===== src/rtl/fetch_unit.sv =====
`default_nettype none
// ============================================================================
//  Module      : fetch_unit
//  Description : Instruction fetch stage. Owns the program counter, runs a
//                request/grant/response handshake to instruction memory,
//                accepts redirects from execute and holds its output while
//                the downstream decoder stalls.
//  Revision    : 1.0 - initial release
// ============================================================================
module fetch_unit #(
    parameter int              XLEN     = 32,
    parameter logic [XLEN-1:0] RESET_PC = {XLEN{1'b0}}
) (
    input  logic            clk,
    input  logic            rst,
    // instruction memory interface
    output logic            imem_req,
    output logic [XLEN-1:0] imem_addr,
    input  logic            imem_gnt,
    input  logic            imem_rvalid,
    input  logic [XLEN-1:0] imem_rdata,
    // control from execute / downstream
    input  logic            redirect,
    input  logic [XLEN-1:0] redirect_target,
    input  logic            stall,
    // fetched instruction towards decode
    output logic            instr_valid,
    output logic [XLEN-1:0] instr,
    output logic [6:0]      op,
    output logic [XLEN-1:0] instr_pc,
    output logic [XLEN-1:0] pc_plus4,
    output logic            misalign_err
);

    localparam logic [XLEN-1:0] c_INSTR_BYTES = XLEN'(4);

    typedef enum logic [1:0] {
        S_IDLE = 2'd0,
        S_REQ  = 2'd1,
        S_WAIT = 2'd2,
        S_HOLD = 2'd3
    } state_t;

    state_t          r_state;
    state_t          w_state_nxt;
    logic [XLEN-1:0] r_pc;
    logic [XLEN-1:0] w_pc_nxt;
    logic [XLEN-1:0] w_pc_inc;
    logic [XLEN-1:0] w_redirect_pc;
    logic            r_drop;
    logic            w_drop_nxt;
    logic            w_req;
    logic            w_capture;
    logic            w_consume;

    logic            r_instr_valid;
    logic [XLEN-1:0] r_instr;
    logic [XLEN-1:0] r_instr_pc;
    logic [XLEN-1:0] r_pc_plus4;

    // PC arithmetic wraps naturally at 2^XLEN; redirect targets are forced
    // to word alignment, the low bits only feed the misalignment flag.
    assign w_pc_inc      = r_pc + c_INSTR_BYTES;
    assign w_redirect_pc = {redirect_target[XLEN-1:2], 2'b00};

    // Decode consumes the held instruction in any unstalled cycle.
    assign w_consume = r_instr_valid & ~stall;

    // Next-state, next-PC and capture decision; redirect overrides the
    // normal handshake flow but must still account for an in-flight fetch.
    always_comb begin
        w_state_nxt = r_state;
        w_pc_nxt    = r_pc;
        w_drop_nxt  = r_drop;
        w_req       = 1'b0;
        w_capture   = 1'b0;

        case (r_state)
            S_IDLE: begin
                w_state_nxt = S_REQ;
            end
            S_REQ: begin
                w_req = 1'b1;
                if (imem_gnt) begin
                    w_state_nxt = S_WAIT;
                end
            end
            S_WAIT: begin
                if (imem_rvalid) begin
                    if (r_drop) begin
                        // Response belongs to a fetch made obsolete by a
                        // redirect; the PC already holds the new target.
                        w_drop_nxt  = 1'b0;
                        w_state_nxt = S_REQ;
                    end else begin
                        w_capture   = 1'b1;
                        w_pc_nxt    = w_pc_inc;
                        w_state_nxt = stall ? S_HOLD : S_REQ;
                    end
                end
            end
            S_HOLD: begin
                if (!stall) begin
                    w_state_nxt = S_REQ;
                end
            end
            default: begin
                w_state_nxt = S_IDLE;
            end
        endcase

        if (redirect) begin
            w_capture   = 1'b0;
            w_pc_nxt    = w_redirect_pc;
            w_drop_nxt  = 1'b0;
            w_state_nxt = S_REQ;
            // A fetch is still outstanding: wait for its response and throw
            // it away, since only one request may be in flight at a time.
            if ((r_state == S_WAIT) && !imem_rvalid) begin
                w_state_nxt = S_WAIT;
                w_drop_nxt  = 1'b1;
            end
            if ((r_state == S_REQ) && imem_gnt) begin
                w_state_nxt = S_WAIT;
                w_drop_nxt  = 1'b1;
            end
        end
    end

    // FSM state, program counter and drop flag.
    always_ff @(posedge clk) begin
        if (rst) begin
            r_state <= S_IDLE;
            r_pc    <= RESET_PC;
            r_drop  <= 1'b0;
        end else begin
            r_state <= w_state_nxt;
            r_pc    <= w_pc_nxt;
            r_drop  <= w_drop_nxt;
        end
    end

    // Output instruction registers: flushed by redirect, loaded on capture,
    // valid cleared once decode consumes the instruction.
    always_ff @(posedge clk) begin
        if (rst) begin
            r_instr_valid <= 1'b0;
            r_instr       <= '0;
            r_instr_pc    <= '0;
            r_pc_plus4    <= '0;
        end else if (redirect) begin
            r_instr_valid <= 1'b0;
        end else if (w_capture) begin
            r_instr_valid <= 1'b1;
            r_instr       <= imem_rdata;
            r_instr_pc    <= r_pc;
            r_pc_plus4    <= w_pc_inc;
        end else if (w_consume) begin
            r_instr_valid <= 1'b0;
        end
    end

    // Outputs are forced low while reset is asserted; the fetch address
    // always reflects the current PC.
    assign imem_req     = w_req & ~rst;
    assign imem_addr    = r_pc;
    assign instr_valid  = r_instr_valid & ~rst;
    assign instr        = rst ? '0 : r_instr;
    assign op           = instr[6:0];
    assign instr_pc     = rst ? '0 : r_instr_pc;
    assign pc_plus4     = rst ? '0 : r_pc_plus4;
    assign misalign_err = redirect & (|redirect_target[1:0]) & ~rst;

endmodule
`default_nettype wire

===== config.mk =====
export PLATFORM = sky130hd
export DESIGN_NAME = fetch_unit
export DESIGN_NICKNAME = d
export VERILOG_FILES = /design/src/rtl/fetch_unit.sv
export SDC_FILE = /design/constraint.sdc
export NUM_CORES = 1
export LEC_CHECK = 0
export ABC_AREA = 1
export BUFFER_PORTS_ARGS = -buffer_cell sky130_fd_sc_hd__buf_2
export CORE_ASPECT_RATIO = 1.4
export CORE_UTILIZATION = 49
export DETAILED_ROUTE_END_ITERATION = 8
export PLACE_DENSITY = 0.78
export SYNTH_ARGS = -nofsm -noshare
export SYNTH_HDL_FRONTEND = slang
export SYNTH_SLANG_ARGS = --single-unit

===== constraint.sdc =====
create_clock -name clk -period 3.15 [get_ports clk]
set_input_delay 0.7875 -clock clk [delete_from_list [all_inputs] [get_ports clk]]
set_output_delay 0.7875 -clock clk [all_outputs]
set_load 0.05 [all_outputs]

==> results of run 1 <==
[how the worst min path moves through the flow]
stage,start,endpoint,depth (start not counted)
after global routing,r_instr_valid,r_instr_valid,2
after detailed placement,r_instr_valid,r_instr_valid,2
after CTS,r_instr_valid,r_instr_valid,2
final,r_instr_valid,r_instr_valid,2
after global placement,r_instr_valid,r_instr_valid,2
after floorplan,r_instr_valid,r_instr_valid,2
[per-layer routing]
metal	vias up	wire length, microns	part of all wire (%)
met2	227	8450	51
li1	3144	-	-
met3	40	904	5.4
met5	-	0	0
met1	2806	6800	41
met4	0	467	2.8
[logic make-up after synthesis]
family / share of synthesized area (%)
xor gates and xnor gates: 0.705
adders and majority gates: 1.01
AOI/OAI and AO/OA: 12.4
DFF: 40.6
buffers and inverters: 19.0
other: 0.0604
and+or+nand+nor: 26.2
[cell type report]
type | instances | area share [%]
diodes | 1 | 0.0323
clock inverters | 14 | 1.87
clock buffers | 18 | 5.66
repair buffers | 212 | 14.4
inverters | 216 | 10.5
well taps | 150 | 2.42
flip-flops and latches | 126 | 32.5
multi-input cells | 519 | 32.7
[flip-flops by register name, indices dropped and copies added (netlist names)]
register       count
r_pc_plus4        30
r_instr_valid      1
imem_addr         30
r_instr           32
r_drop             1
r_state            2
r_instr_pc        30
[critical path: cells and delay by family]
kind / cells / cell delay (ns)
buffers and inverters: 3 / 1.02
AND/OR/NAND/NOR: 1 / 0.10
[cells in the final DEF (no fill, tap or decap), drive strengths merged]
cell type,synthesis,final
a21oi,16,16
a31oi,8,8
buf,48,212
bufinv,0,2
clkbuf,7,18
clkinv,0,8
clkinvlp,0,4
conb,1,6
dfxtp,126,126
diode,0,1
ha,5,5
inv,216,216
nand2,179,179
nand3,48,48
nand3b,2,2
nand4,8,8
nor2,130,130
nor3,3,3
o21ai,38,38
o21bai,1,1
o22ai,62,62
o31ai,6,6
or2,2,2
xor2,5,5
[report_power, final]
part	switching [mW]	internal (mW)
clock network	0.720	1.18
registers	0.0577	1.65
logic	0.341	0.137
total	1.12	2.97
==> results_tabular.tex, run 1 <==
\begin{tabular}{lr}
\hline
Metric & Value \\
\hline
\multicolumn{2}{l}{\textbf{Run status}} \\
\quad Outcome & complete, no violations \\
\multicolumn{2}{l}{\textbf{Drt}} \\
\quad Detailed Route Iter0 Violations & around 230 \\
\quad DRC violations left & 0 \\
\quad Detailed-route wire length per cell & 13.2 microns \\
\quad Routed WL & roughly 17,000 microns \\
\quad Total via count in the routed design & 6,217 \\
\quad Antenna Violating Nets Remaining & 0 \\
\quad First-pass DRT Iterations & 5 \\
\quad Number of vias per cell after detailed routing & about 5 \\
\multicolumn{2}{l}{\textbf{CTS}} \\
\quad CTS H-Tree Depth & 4 \\
\quad Number of sinks driven by the clock tree & between 100 and 150 \\
\quad Insertion delay to the later sink of the worst-skew pair & 0.41 ns \\
\quad Quantity of hold-fixing buffers added after cts & 0 \\
\quad Clock tree from TritonCTS & yes \\
\quad Root cell of the clock tree & sky130\_fd\_sc\_hd\_\_clkbuf\_16 \\
\quad Total CTS buffers & 17 \\
\quad Clock Tree Buf Depth & 2 \\
\quad CTS clk-pin slew, worst paths & approximately 0.060 ns \\
\quad Quantity of gates resized following cts & 0 \\
\quad Post-CTS Repair Setup Buffers & 0 \\
\multicolumn{2}{l}{\textbf{Cells and area}} \\
\quad Fraction of the core area covered by cells at the end of the flow & 62.7\% \\
\quad Share of final-layout standard cells stronger than drive strength 1 & between 20\% and 30\% \\
\quad Filler Cell Count & 1,159 \\
\quad Storage element area & between 2000 and 3000 sq um \\
\quad Final non-filler cell area & between 7000 and 8000 sq um \\
\quad Total Nets Final & 1,167 \\
\quad Post-synthesis to final-layout area growth & 24.9\% \\
\quad Total area of multi-input combinational cells & 2530 sq um \\
\quad Post-route insts no fill & 1,256 \\
\multicolumn{2}{l}{\textbf{Logic synthesis}} \\
\quad Synth Warn \# & 0 \\
\quad Yosys cell types & 34 \\
\quad Sequential area share after synthesis & 40.6\% \\
\quad Mapped cell area & 6210 sq um \\
\quad Largest cells by area after synthesis & sky130\_fd\_sc\_hd\_\_dfxtp\_1 41\%, sky130\_fd\_sc\_hd\_\_inv\_1 13\%, sky130\_fd\_sc\_hd\_\_nand2\_1 10\% \\
\quad Post-synthesis register bit count & 126 \\
\quad Synthesized instance count & 911 \\
\quad Post-synth top flop & sky130\_fd\_sc\_hd\_\_dfxtp\_1 \\
\quad Most frequent cell after synthesis & sky130\_fd\_sc\_hd\_\_inv\_1 \\
\quad Number of enable-type register cells in the synthesized netlist & 0 \\
\quad Share of flip-flops with an asynchronous set or reset & 0\% \\
\quad Avg Inst Size Synth & 6.82 sq um \\
\quad Ranking of synthesized cells by instance count & 211 x sky130\_fd\_sc\_hd\_\_inv\_1, 172 x sky130\_fd\_sc\_hd\_\_nand2\_1, 126 x sky130\_fd\_sc\_hd\_\_dfxtp\_1, 117 x sky130\_fd\_sc\_hd\_\_nor2\_1, 62 x sky130\_fd\_sc\_hd\_\_o22ai\_1 \\
\quad Fraction of synthesized cell area taken by the top area cell type & 40.6\% \\
\quad Post-synthesis cell type with the largest combined area & sky130\_fd\_sc\_hd\_\_dfxtp\_1 \\
\multicolumn{2}{l}{\textbf{Power}} \\
\quad Highest ir drop seen on vdd & 0.000354 V \\
\quad LEAKAGE & between 4 and 5 nW \\
\quad Power, Total & between 4 and 5 mW \\
\quad Power density over the cells & 527 nW/um\^{}2 \\
\multicolumn{2}{l}{\textbf{Worst setup path}} \\
\quad Register-to-Register Setup Slack & 0.95 ns \\
\quad Reg2Reg Depth & 10 \\
\quad Max FO, Critical Path & 48 \\
\quad Slowest library cell on the worst path & sky130\_fd\_sc\_hd\_\_buf\_4 \\
\quad R2R Path End & r\_instr[10] \\
\quad Worst setup endpoint & pc\_plus4[9] \\
\quad Startpoint class of the critical path & input port \\
\quad Most frequent cell on the critical path & sky130\_fd\_sc\_hd\_\_buf\_4 \\
\quad Worst-path cell chain & buf\_4, buf\_4, nor2\_1, buf\_2 \\
\quad Start point of the critical path & rst \\
\quad Worst setup EP type & output port \\
\quad Kind of critical path & in2out \\
\quad Critical Path Max Stage Delay & 0.47 ns \\
\quad Critical path arrival & 1.94 ns \\
\quad Reg2Reg Launch Point & r\_state[0] \\
\quad Data required, critical path & 2.36 ns \\
\multicolumn{2}{l}{\textbf{Global route}} \\
\quad Overall Global Routing Usage & between 20\% and 30\% \\
\quad Global Route met2 Usage & between 40\% and 50\% \\
\quad GR Layer Usage met3 & 5.21\% \\
\quad Wire length of the first global-routing pass & 26,800 microns \\
\quad Via count of the first global-routing pass & 5,759 \\
\quad Antenna violations before repair & 1 \\
\quad Residual overflow from global routing & 0 \\
\quad Maximum number of pins on one net before global-route repair & 71 \\
\quad Global routing usage on met1 & 28.7\% \\
\quad Most crowded layer after global routing & met2 \\
\multicolumn{2}{l}{\textbf{Flow run}} \\
\quad \# Max-Cap Violations & 0 \\
\multicolumn{2}{l}{\textbf{Floorplan}} \\
\quad Horizontal die dimension & around 97 microns \\
\quad Die footprint & 13,100 sq um \\
\quad Floorplan core area & 12,400 sq um \\
\quad Standard-cell rows & 48 \\
\quad IO Pins & 208 \\
\quad DIE HEIGHT & 135 microns \\
\quad Starting utilization of the core area & about 50\% \\
\multicolumn{2}{l}{\textbf{Timing}} \\
\quad Achievable Freq & 0.367 GHz \\
\quad Final-report hold violation count & 0 \\
\quad Worst Setup Slack, final & 0.425 ns \\
\quad Setup repair after global routing missed its margin & false \\
\quad Hold slack & around 0.47 ns \\
\quad Final setup skew & 0.00550 ns \\
\quad Part of the cycle the worst path needs & 86.5\% \\
\quad Final setup violating endpoints & 0 \\
\quad Total count of max-transition violations in the final report & 0 \\
\quad Total Negative Setup Slacks & 0 ns \\
\quad Minimum period implied by the final worst setup slack & 2.73 ns \\
\quad Slew of the pin with the lowest slew margin & 0.781 ns \\
\quad Max-Slew Margin vs Limit & between 40\% and 50\% \\
\multicolumn{2}{l}{\textbf{Place}} \\
\quad Instance count after placement with tap cells included & 1,223 \\
\quad Final Wtd Congestion & 0.866 \\
\quad Detailed-placement wirelength estimate & 11,800 microns \\
\quad Number of I/O port buffers & 201 \\
\quad Instance area at placement & 7170 sq um \\
\quad Worst slack, placed & between 0.4 and 0.5 ns \\
\multicolumn{2}{l}{\textbf{Min path}} \\
\quad Min-delay worst type & reg2reg \\
\hline
\end{tabular}
Note: power is estimated with default switching activity, not from simulation.
==> run 2: changes to the inputs <==
clock period = 2.54 ns   (was 3.15 ns; I/O delays follow)
==> results_tabular.tex, run 2 (synthesis results as in run 1) <==
\begin{tabular}{lr}
\hline
Metric & Value \\
\hline
\multicolumn{2}{l}{\textbf{Run status}} \\
\quad Outcome & complete, no violations \\
\multicolumn{2}{l}{\textbf{Worst setup path}} \\
\quad Top Family by Delay on Critical Path & buffers and inverters \\
\quad Data required, critical path & 1.90 ns \\
\quad Sum of buffers and inverters on the critical path & 3 \\
\quad Critical Path Max Stage Delay & 0.30 ns \\
\quad Slowest library cell on the worst path & sky130\_fd\_sc\_hd\_\_buf\_2 \\
\quad Worst-path cell chain & buf\_4, buf\_12, nor2\_1, buf\_2 \\
\quad Startpoint class of the critical path & input port \\
\quad Critical path arrival & 1.58 ns \\
\quad Kind of critical path & in2out \\
\quad Worst setup EP type & output port \\
\quad Max FO, Critical Path & 48 \\
\multicolumn{2}{l}{\textbf{CTS}} \\
\quad Number of sinks driven by the clock tree & between 100 and 150 \\
\quad Quantity of gates resized following cts & 0 \\
\quad Total CTS buffers & 17 \\
\quad Clock Tree Buf Depth & 2 \\
\quad Clock tree from TritonCTS & yes \\
\quad Post-CTS Repair Setup Buffers & 0 \\
\quad CTS H-Tree Depth & 4 \\
\quad Insertion delay to the later sink of the worst-skew pair & 0.41 ns \\
\quad Root cell of the clock tree & sky130\_fd\_sc\_hd\_\_clkbuf\_16 \\
\quad Quantity of hold-fixing buffers added after cts & 0 \\
\quad CTS clk-pin slew, worst paths & 0.06 ns \\
\multicolumn{2}{l}{\textbf{Power}} \\
\quad Power density over the cells & approximately 690 nW/um\^{}2 \\
\quad Relative contribution of sequential cells to total power & 38.8\% \\
\quad Internal power consumption & a little over 4 mW \\
\quad Clock network fraction of design power & 50.2\% \\
\quad Switching power & between 1 and 1.5 mW \\
\quad Highest ir drop seen on vdd & slightly below 0.0005 V \\
\quad Power, Total & 5.45 mW \\
\quad LEAKAGE & 4.24 nW \\
\quad Sw Share & between 20\% and 30\% \\
\quad Combinational share of power & 10.9\% \\
\multicolumn{2}{l}{\textbf{Drt}} \\
\quad Antenna Violating Nets Remaining & 0 \\
\quad First-pass DRT Iterations & 5 \\
\quad Total via count in the routed design & 6,181 \\
\quad Routed WL & between 15,000 and 20,000 microns \\
\quad Detailed-route wire length per cell & 13.4 microns \\
\quad DRC violations left & 0 \\
\quad Number of vias per cell after detailed routing & 4.91 \\
\quad Detailed Route Iter0 Violations & 276 \\
\multicolumn{2}{l}{\textbf{Timing}} \\
\quad Total count of max-transition violations in the final report & 0 \\
\quad Part of the cycle the worst path needs & between 80 and 90\% \\
\quad Achievable Freq & 0.451 GHz \\
\quad Setup repair after global routing missed its margin & false \\
\quad Max-Slew Margin vs Limit & 62.7\% \\
\quad Final setup skew & 0.0119 ns \\
\quad Minimum period implied by the final worst setup slack & 2.22 ns \\
\quad Slew of the pin with the lowest slew margin & 0.558 ns \\
\quad Hold slack & 0.432 ns \\
\quad Final-report hold violation count & 0 \\
\quad Total Negative Setup Slacks & 0 ns \\
\quad Worst Setup Slack, final & 0.324 ns \\
\quad Final setup violating endpoints & 0 \\
\multicolumn{2}{l}{\textbf{Global route}} \\
\quad Antenna violations before repair & 1 \\
\quad Overall Global Routing Usage & 25.6\% \\
\quad Maximum number of pins on one net before global-route repair & 49 \\
\quad Wire length of the first global-routing pass & 27,000 microns \\
\quad Residual overflow from global routing & 0 \\
\quad Via count of the first global-routing pass & 5,683 \\
\multicolumn{2}{l}{\textbf{Cells and area}} \\
\quad Most frequent cells in the layout & 211 x sky130\_fd\_sc\_hd\_\_inv\_1, 200 x sky130\_fd\_sc\_hd\_\_buf\_2, 172 x sky130\_fd\_sc\_hd\_\_nand2\_1 \\
\quad Largest reg by FF count & r\_instr \\
\quad Flip-flop count of the largest register after layout & 32 \\
\quad Total Nets Final & 1,171 \\
\quad Post-synthesis to final-layout area growth & 27.3\% \\
\quad Final non-filler cell area & 7900 sq um \\
\quad Share of final-layout standard cells stronger than drive strength 1 & 25.3\% \\
\quad Leading cell type in the layout, fill and taps excluded & sky130\_fd\_sc\_hd\_\_inv\_1 \\
\multicolumn{2}{l}{\textbf{Min path}} \\
\quad Min-delay worst type & in2reg \\
\multicolumn{2}{l}{\textbf{Floorplan}} \\
\quad Die footprint & 13,100 sq um \\
\quad Starting utilization of the core area & approximately half \\
\quad DIE HEIGHT & between 100 and 150 microns \\
\quad IO Pins & 208 \\
\quad Horizontal die dimension & roughly 100 microns \\
\quad Standard-cell rows & between 40 and 50 \\
\quad Floorplan core area & about 12,000 sq um \\
\multicolumn{2}{l}{\textbf{Place}} \\
\quad Number of I/O port buffers & around 200 \\
\quad Detailed-placement wirelength estimate & 12,000 microns \\
\quad Worst slack, placed & about 0.34 ns \\
\quad Final Wtd Congestion & around 0.85 \\
\quad Instance area at placement & 7230 sq um \\
\multicolumn{2}{l}{\textbf{Flow run}} \\
\quad \# Max-Cap Violations & 0 \\
\hline
\end{tabular}
-- run 2: layout make-up --
type                            count  area, sq um
Fill cell                        1176         4470
Multi-Input combinational cell    519         2540
Sequential cell                   126         2520
Timing Repair Buffer              216         1170
Inverter                          216          811
Clock buffer                       20          467
Clock inverter                     12          205
Tap cell                          150          188
Antenna cell                        1         2.50
-- run 2: worst register-to-register path, cell delays in order, from the launching register on --
cell	delay (ns)
sky130_fd_sc_hd__dfxtp_1	0.40
sky130_fd_sc_hd__inv_1	0.07
sky130_fd_sc_hd__ha_1	0.22
sky130_fd_sc_hd__nand2_1	0.10
sky130_fd_sc_hd__nor2_2	0.05
sky130_fd_sc_hd__inv_2	0.13
sky130_fd_sc_hd__nor2_8	0.04
sky130_fd_sc_hd__inv_2	0.41
sky130_fd_sc_hd__buf_4	0.36
sky130_fd_sc_hd__o22ai_1	0.12
sky130_fd_sc_hd__inv_1	0.06
-- run 2: per-stage QoR --
stage / util [%] / instances
after floorplan: - / 916
after global placement: 58.4 / 1227
after detailed placement: 58.4 / 1227
after CTS: 63.9 / 1259
after global routing: 63.9 / 1260
final: 63.9 / 1260
-- run 2: final timing paths --
path / start / slack [ns] / endpoint / cells after the start
max: rst / 0.32 / instr_pc[10] / 4
min: imem_rdata[16] / 0.43 / r_instr[16] / 3
max reg2reg: r_state[0] / 0.52 / r_instr[17] / 10
min reg2reg: r_instr_valid / 0.46 / r_instr_valid / 2
-- run 2: routing by layer --
layer	up-vias	global-route usage (%)	share of wire, %
li1	3164	-	-
met1	2816	29.3	41
met2	182	46.7	51
met3	19	5.83	5.5
met4	0	8.87	1.6
met5	-	0	0
-- run 2: power by group through the flow --
| stage | clock network (mW) | logic, mW | registers [mW] |
|---|---|---|---|
| 6_report | 2.74 | 0.597 | 2.12 |
| 5_1_grt | 2.86 | 0.648 | 2.12 |
| 4_1_cts | 2.77 | 0.598 | 2.12 |
| 3_5_place_dp | 0 | 0.595 | 2.16 |
| 3_3_place_gp | 0 | 0.588 | 2.16 |
| 2_1_floorplan | 0 | 0.349 | 2.23 |
